File: src/rtl/uart_tx.sv
// Serial UART transmitter: start bit, DATA_WIDTH data bits LSB first, optional
// even/odd parity bit, one stop bit. All outputs are registered.
module uart_tx #(
  parameter int unsigned DATA_WIDTH   = 8,
  parameter int unsigned CLKS_PER_BIT = 16
) (
  input  logic                  clk,
  input  logic                  rst,
  input  logic [DATA_WIDTH-1:0] P_DATA,
  input  logic                  Data_Valid,
  input  logic                  PAR_EN,
  input  logic                  PAR_TYP,
  output logic                  TX_OUT,
  output logic                  busy,
  output logic                  tx_done
);

  localparam int unsigned CNT_W = (CLKS_PER_BIT > 1) ? $clog2(CLKS_PER_BIT) : 1;
  localparam int unsigned BIT_W = (DATA_WIDTH > 1) ? $clog2(DATA_WIDTH) : 1;
  localparam logic [CNT_W-1:0] BAUD_LAST = CNT_W'(CLKS_PER_BIT - 1);
  localparam logic [BIT_W-1:0] BIT_LAST  = BIT_W'(DATA_WIDTH - 1);

  typedef enum logic [2:0] {
    IDLE   = 3'd0,
    START  = 3'd1,
    DATA   = 3'd2,
    PARITY = 3'd3,
    STOP   = 3'd4
  } state_e;

  state_e                state_q, state_d;
  logic [CNT_W-1:0]      baud_q, baud_d;
  logic [BIT_W-1:0]      bit_q, bit_d;
  logic [DATA_WIDTH-1:0] data_q, data_d;
  logic                  par_en_q, par_en_d;
  logic                  par_typ_q, par_typ_d;
  logic                  tx_q, tx_d;
  logic                  busy_q, busy_d;
  logic                  done_q, done_d;

  logic baud_end;
  logic par_bit;

  assign baud_end = (baud_q == BAUD_LAST);
  assign par_bit  = (^data_q) ^ par_typ_q;

  // Next-state and next-output logic; tx_d is the line value for the coming cycle.
  always_comb begin
    state_d   = state_q;
    baud_d    = baud_q;
    bit_d     = bit_q;
    data_d    = data_q;
    par_en_d  = par_en_q;
    par_typ_d = par_typ_q;
    tx_d      = tx_q;
    done_d    = 1'b0;

    case (state_q)
      IDLE: begin
        baud_d = '0;
        bit_d  = '0;
        tx_d   = 1'b1;
        if (Data_Valid) begin
          state_d   = START;
          data_d    = P_DATA;
          par_en_d  = PAR_EN;
          par_typ_d = PAR_TYP;
          tx_d      = 1'b0;
        end
      end
      START: begin
        if (baud_end) begin
          baud_d  = '0;
          bit_d   = '0;
          state_d = DATA;
          tx_d    = data_q[0];
        end else begin
          baud_d = baud_q + CNT_W'(1);
        end
      end
      DATA: begin
        if (baud_end) begin
          baud_d = '0;
          if (bit_q == BIT_LAST) begin
            bit_d = '0;
            if (par_en_q) begin
              state_d = PARITY;
              tx_d    = par_bit;
            end else begin
              state_d = STOP;
              tx_d    = 1'b1;
            end
          end else begin
            bit_d = bit_q + BIT_W'(1);
            tx_d  = data_q[bit_d];
          end
        end else begin
          baud_d = baud_q + CNT_W'(1);
        end
      end
      PARITY: begin
        if (baud_end) begin
          baud_d  = '0;
          state_d = STOP;
          tx_d    = 1'b1;
        end else begin
          baud_d = baud_q + CNT_W'(1);
        end
      end
      STOP: begin
        if (baud_end) begin
          baud_d  = '0;
          state_d = IDLE;
          tx_d    = 1'b1;
          done_d  = 1'b1;
        end else begin
          baud_d = baud_q + CNT_W'(1);
        end
      end
      default: begin
        state_d = IDLE;
        baud_d  = '0;
        bit_d   = '0;
        tx_d    = 1'b1;
      end
    endcase

    busy_d = (state_d != IDLE);
  end

  always_ff @(posedge clk) begin
    if (!rst) begin
      state_q   <= IDLE;
      baud_q    <= '0;
      bit_q     <= '0;
      data_q    <= '0;
      par_en_q  <= 1'b0;
      par_typ_q <= 1'b0;
      tx_q      <= 1'b1;
      busy_q    <= 1'b0;
      done_q    <= 1'b0;
    end else begin
      state_q   <= state_d;
      baud_q    <= baud_d;
      bit_q     <= bit_d;
      data_q    <= data_d;
      par_en_q  <= par_en_d;
      par_typ_q <= par_typ_d;
      tx_q      <= tx_d;
      busy_q    <= busy_d;
      done_q    <= done_d;
    end
  end

  assign TX_OUT  = tx_q;
  assign busy    = busy_q;
  assign tx_done = done_q;

endmodule

File: config.mk
export PLATFORM = sky130hd
export DESIGN_NAME = uart_tx
export DESIGN_NICKNAME = d
export VERILOG_FILES = /design/src/rtl/uart_tx.sv
export SDC_FILE = /design/constraint.sdc
export NUM_CORES = 1
export LEC_CHECK = 0
export CAP_MARGIN = 10
export CORE_ASPECT_RATIO = 0.9
export CORE_MARGIN = 1.5
export CORE_UTILIZATION = 40
export CTS_BUF_LIST = sky130_fd_sc_hd__clkbuf_2
export CTS_CLUSTER_SIZE = 8
export DETAILED_ROUTE_END_ITERATION = 12
export GPL_ROUTABILITY_DRIVEN = 1
export PLACE_DENSITY = 0.63
export SYNTH_ARGS = -nofsm -noshare
export SYNTH_HDL_FRONTEND = slang
export SYNTH_SLANG_ARGS = --single-unit
File: constraint.sdc
create_clock -name clk -period 2.58 [get_ports clk]
set_clock_uncertainty 0.2 [all_clocks]
set_input_delay 0.516 -clock clk [delete_from_list [all_inputs] [get_ports clk]]
set_output_delay 0.516 -clock clk [all_outputs]
set_load 0.05 [all_outputs]
==> qor.yml <==
run_status:
  status: "complete, no violations"
sta:
  hold_violations: 0
  relSlewSlack_pct: 66.33
  tightest_slew_ps: 503.4
  hold_slack_ps: 261.8
  rsz0062_at_grt: "no"
  min_period_ps: 2358
  tns_ps: 0
  slew_viol_final: 0
  fin_crit_sh_pct: 91.39
  fmax_ghz: 0.4241
  setup_viol: 0
place:
  dpl-instance-area_um2: 1345
  place_inst: 180
  numPortBuffers: 15
  hpwl_um: 1654
  gp_congestion: 0.7484
logic_synthesis:
  avgSynthCellArea_um2: 9.003
  synth_area_um2: 1152
  synth-seq-cells: 23
  yosys_warnings: 0
  yosysTopAreaCell: "dfxtp_1"
  syn-num-nets: 144
  ys_seq_area_share_pct: 39.96
  yosys.area.top_type_share_pct: 39.96
  ys_top_cells_by_area: "dfxtp_1, nand2_1, a21boi_0"
  postSynthCellCount: 128
  ys_types: 35
cts:
  cts_hold_buf: 0
  clockBufferDepth: 2
  htree_levels: 1
  cts_tree: "yes"
  clockRootBuffer: "clkbuf_2"
  ctsResizeCount: 0
  clock-sinks: 23
  cts_setup_buffers: 0
  path_clk_slew_ps: 210
  worstSkewPairLatency_ps: 340
  cts_buffers: 3
cells_and_area:
  nNetsFinal: 161
  diodes: 0
  fin_cells: 184
  layout_common_cells: "nand2_1, dfxtp_1, clkdlybuf4s50_1"
  fin_area_um2: 1365
  layout-area-overhead-vs-synth_pct: 18.46
  final_common_cell: "nand2_1"
  drive_gt1_share_pct: 7.639
worst_hold_path:
  worstHoldStart: "baud_q[0]"
  min_path_cells: 1
  hold_path_class: "reg -> reg"
  hold_end: "baud_q[0]"
critical_path:
  worstPathArrival_ps: 2470
  reg2reg_depth: 7
  worstReg2RegStart: "bit_q[0]"
  reg2reg_slack_ps: 220
  cp_max_fo: 5
  r2r-end: "TX_OUT"
  critPathKind: "reg -> reg"
  worstPathRequired_ps: 2690
  endpoint_kind: "flip-flop"
  startpoint_type: "flip-flop"
grt:
  grt_pass1_vias: 801
  grt_first_pass_wirelength_um: 3636
  top_usage_layer: "met2"
  grt_overflow: 0
  met1_usage_pct: 21.06
  grt_max_degree: 14
  antenna_found_initial: 0
  met2_usage_pct: 23.99
  grt.met3_usage_pct: 2.885
  track_usage_pct: 15.61
die:
  fp-row-count: 18
  io_pins: 16
  start_util_pct: 41.94
  die_w_um: 59.58
  die_h_um: 53.92
  core_area_um2: 2748
  die_area_um2: 3212
drt:
  wl_per_cell_um: 11.78
  drt_iter0_drc: 27
  drc: 0
  wl_um: 2168
  postRouteAntennaNets: 0
  via_per_inst: 5.027
  dr.pass1.iters: 4
  vias: 925
pwr:
  power.leakage_uw: 0.0005036
  p_per_area_nw_per_um2: 467.6
  ir_drop_mv: 0.2695
job:
  maxCapViolCount: 0
-- metal layers --
metal	part of all wire, %	vias up
li1	-	474
met4	1.8	0
met2	46	17
met3	4.0	4
met1	48	430
met5	0	-
-- cells in the mapped netlist, drive strengths merged --
master / number
a21boi: 11
xnor2: 7
nand3: 3
and3: 2
o21ai: 3
a211oi: 1
clkbuf: 4
nand3b: 1
xor2: 1
xnor3: 1
nor3: 2
mux2i: 7
nand4: 2
buf: 2
inv: 1
o41ai: 1
dfxtp: 23
nand2: 24
or3: 2
a31oi: 1
a21oi: 2
a311oi: 1
ha: 3
mux4: 1
nor3b: 2
maj3: 1
nand2b: 3
o22ai: 1
nor2b: 6
o22a: 1
nor2: 8
-- layout make-up --
cell class,instances,area (um^2)
well taps,40,50.05
multi-input cells,98,658.1
fillers,279,1383
clock buffers,4,20.02
flip-flops and latches,23,460.4
inverters,1,3.754
repair buffers,18,172.7
-- critical path, cell delays in order (launching register included) --
cell	delay, ps
dfxtp_1	390
ha_1	220
ha_1	370
mux2i_1	150
mux4_2	450
nor2b_1	140
a311oi_1	260
o22a_1	150
-- state kept, by name (all words and copies together), names as in the netlist --
| register | flops |
|---|---|
| TX_OUT | 1 |
| baud_q | 4 |
| bit_q | 3 |
| busy | 1 |
| data_q | 8 |
| par_en_q | 1 |
| par_typ_q | 1 |
| state_q | 3 |
| tx_done | 1 |
-- worst max-delay path by stage --
stage / slack (ps) / startpoint / to
2_1_floorplan: 350 / bit_q[0] / TX_OUT
3_3_place_gp: 310 / bit_q[0] / TX_OUT
3_5_place_dp: 220 / bit_q[0] / TX_OUT
4_1_cts: 190 / bit_q[0] / TX_OUT
5_1_grt: 120 / bit_q[0] / TX_OUT
6_report: 220 / bit_q[0] / TX_OUT
-- stage by stage --
stage,power (uW),worst slack (ps),utilization (%)
after CTS,644.5,188.5,49.68
after detailed placement,498.2,222.6,48.95
after global placement,495.8,314.8,48.95
after global routing,677.0,115.4,49.68
final,638.3,222.0,49.68
after floorplan,457.6,354.3,-
-- cell families (layout without fill, tap and decap cells) --
family	Yosys count	count (layout)	share of synthesized area (%)
fa+ha+maj	4	4	4.126
compound gates	22	22	13.68
buf+inv	7	23	2.931
simple gates	55	55	23.24
mux	8	8	8.035
xor+xnor	9	9	8.035
flops	23	23	39.96
-- report_power, final --
group / switching, uW / leakage, uW / total [uW] / internal, uW
Sequential: 14.1 / 0.000188 / 384 / 370
Clock: 108 / 0.0000166 / 149 / 41.0
Combinational: 45.3 / 0.000299 / 106 / 60.4
Note: power is estimated with default switching activity, not from simulation.
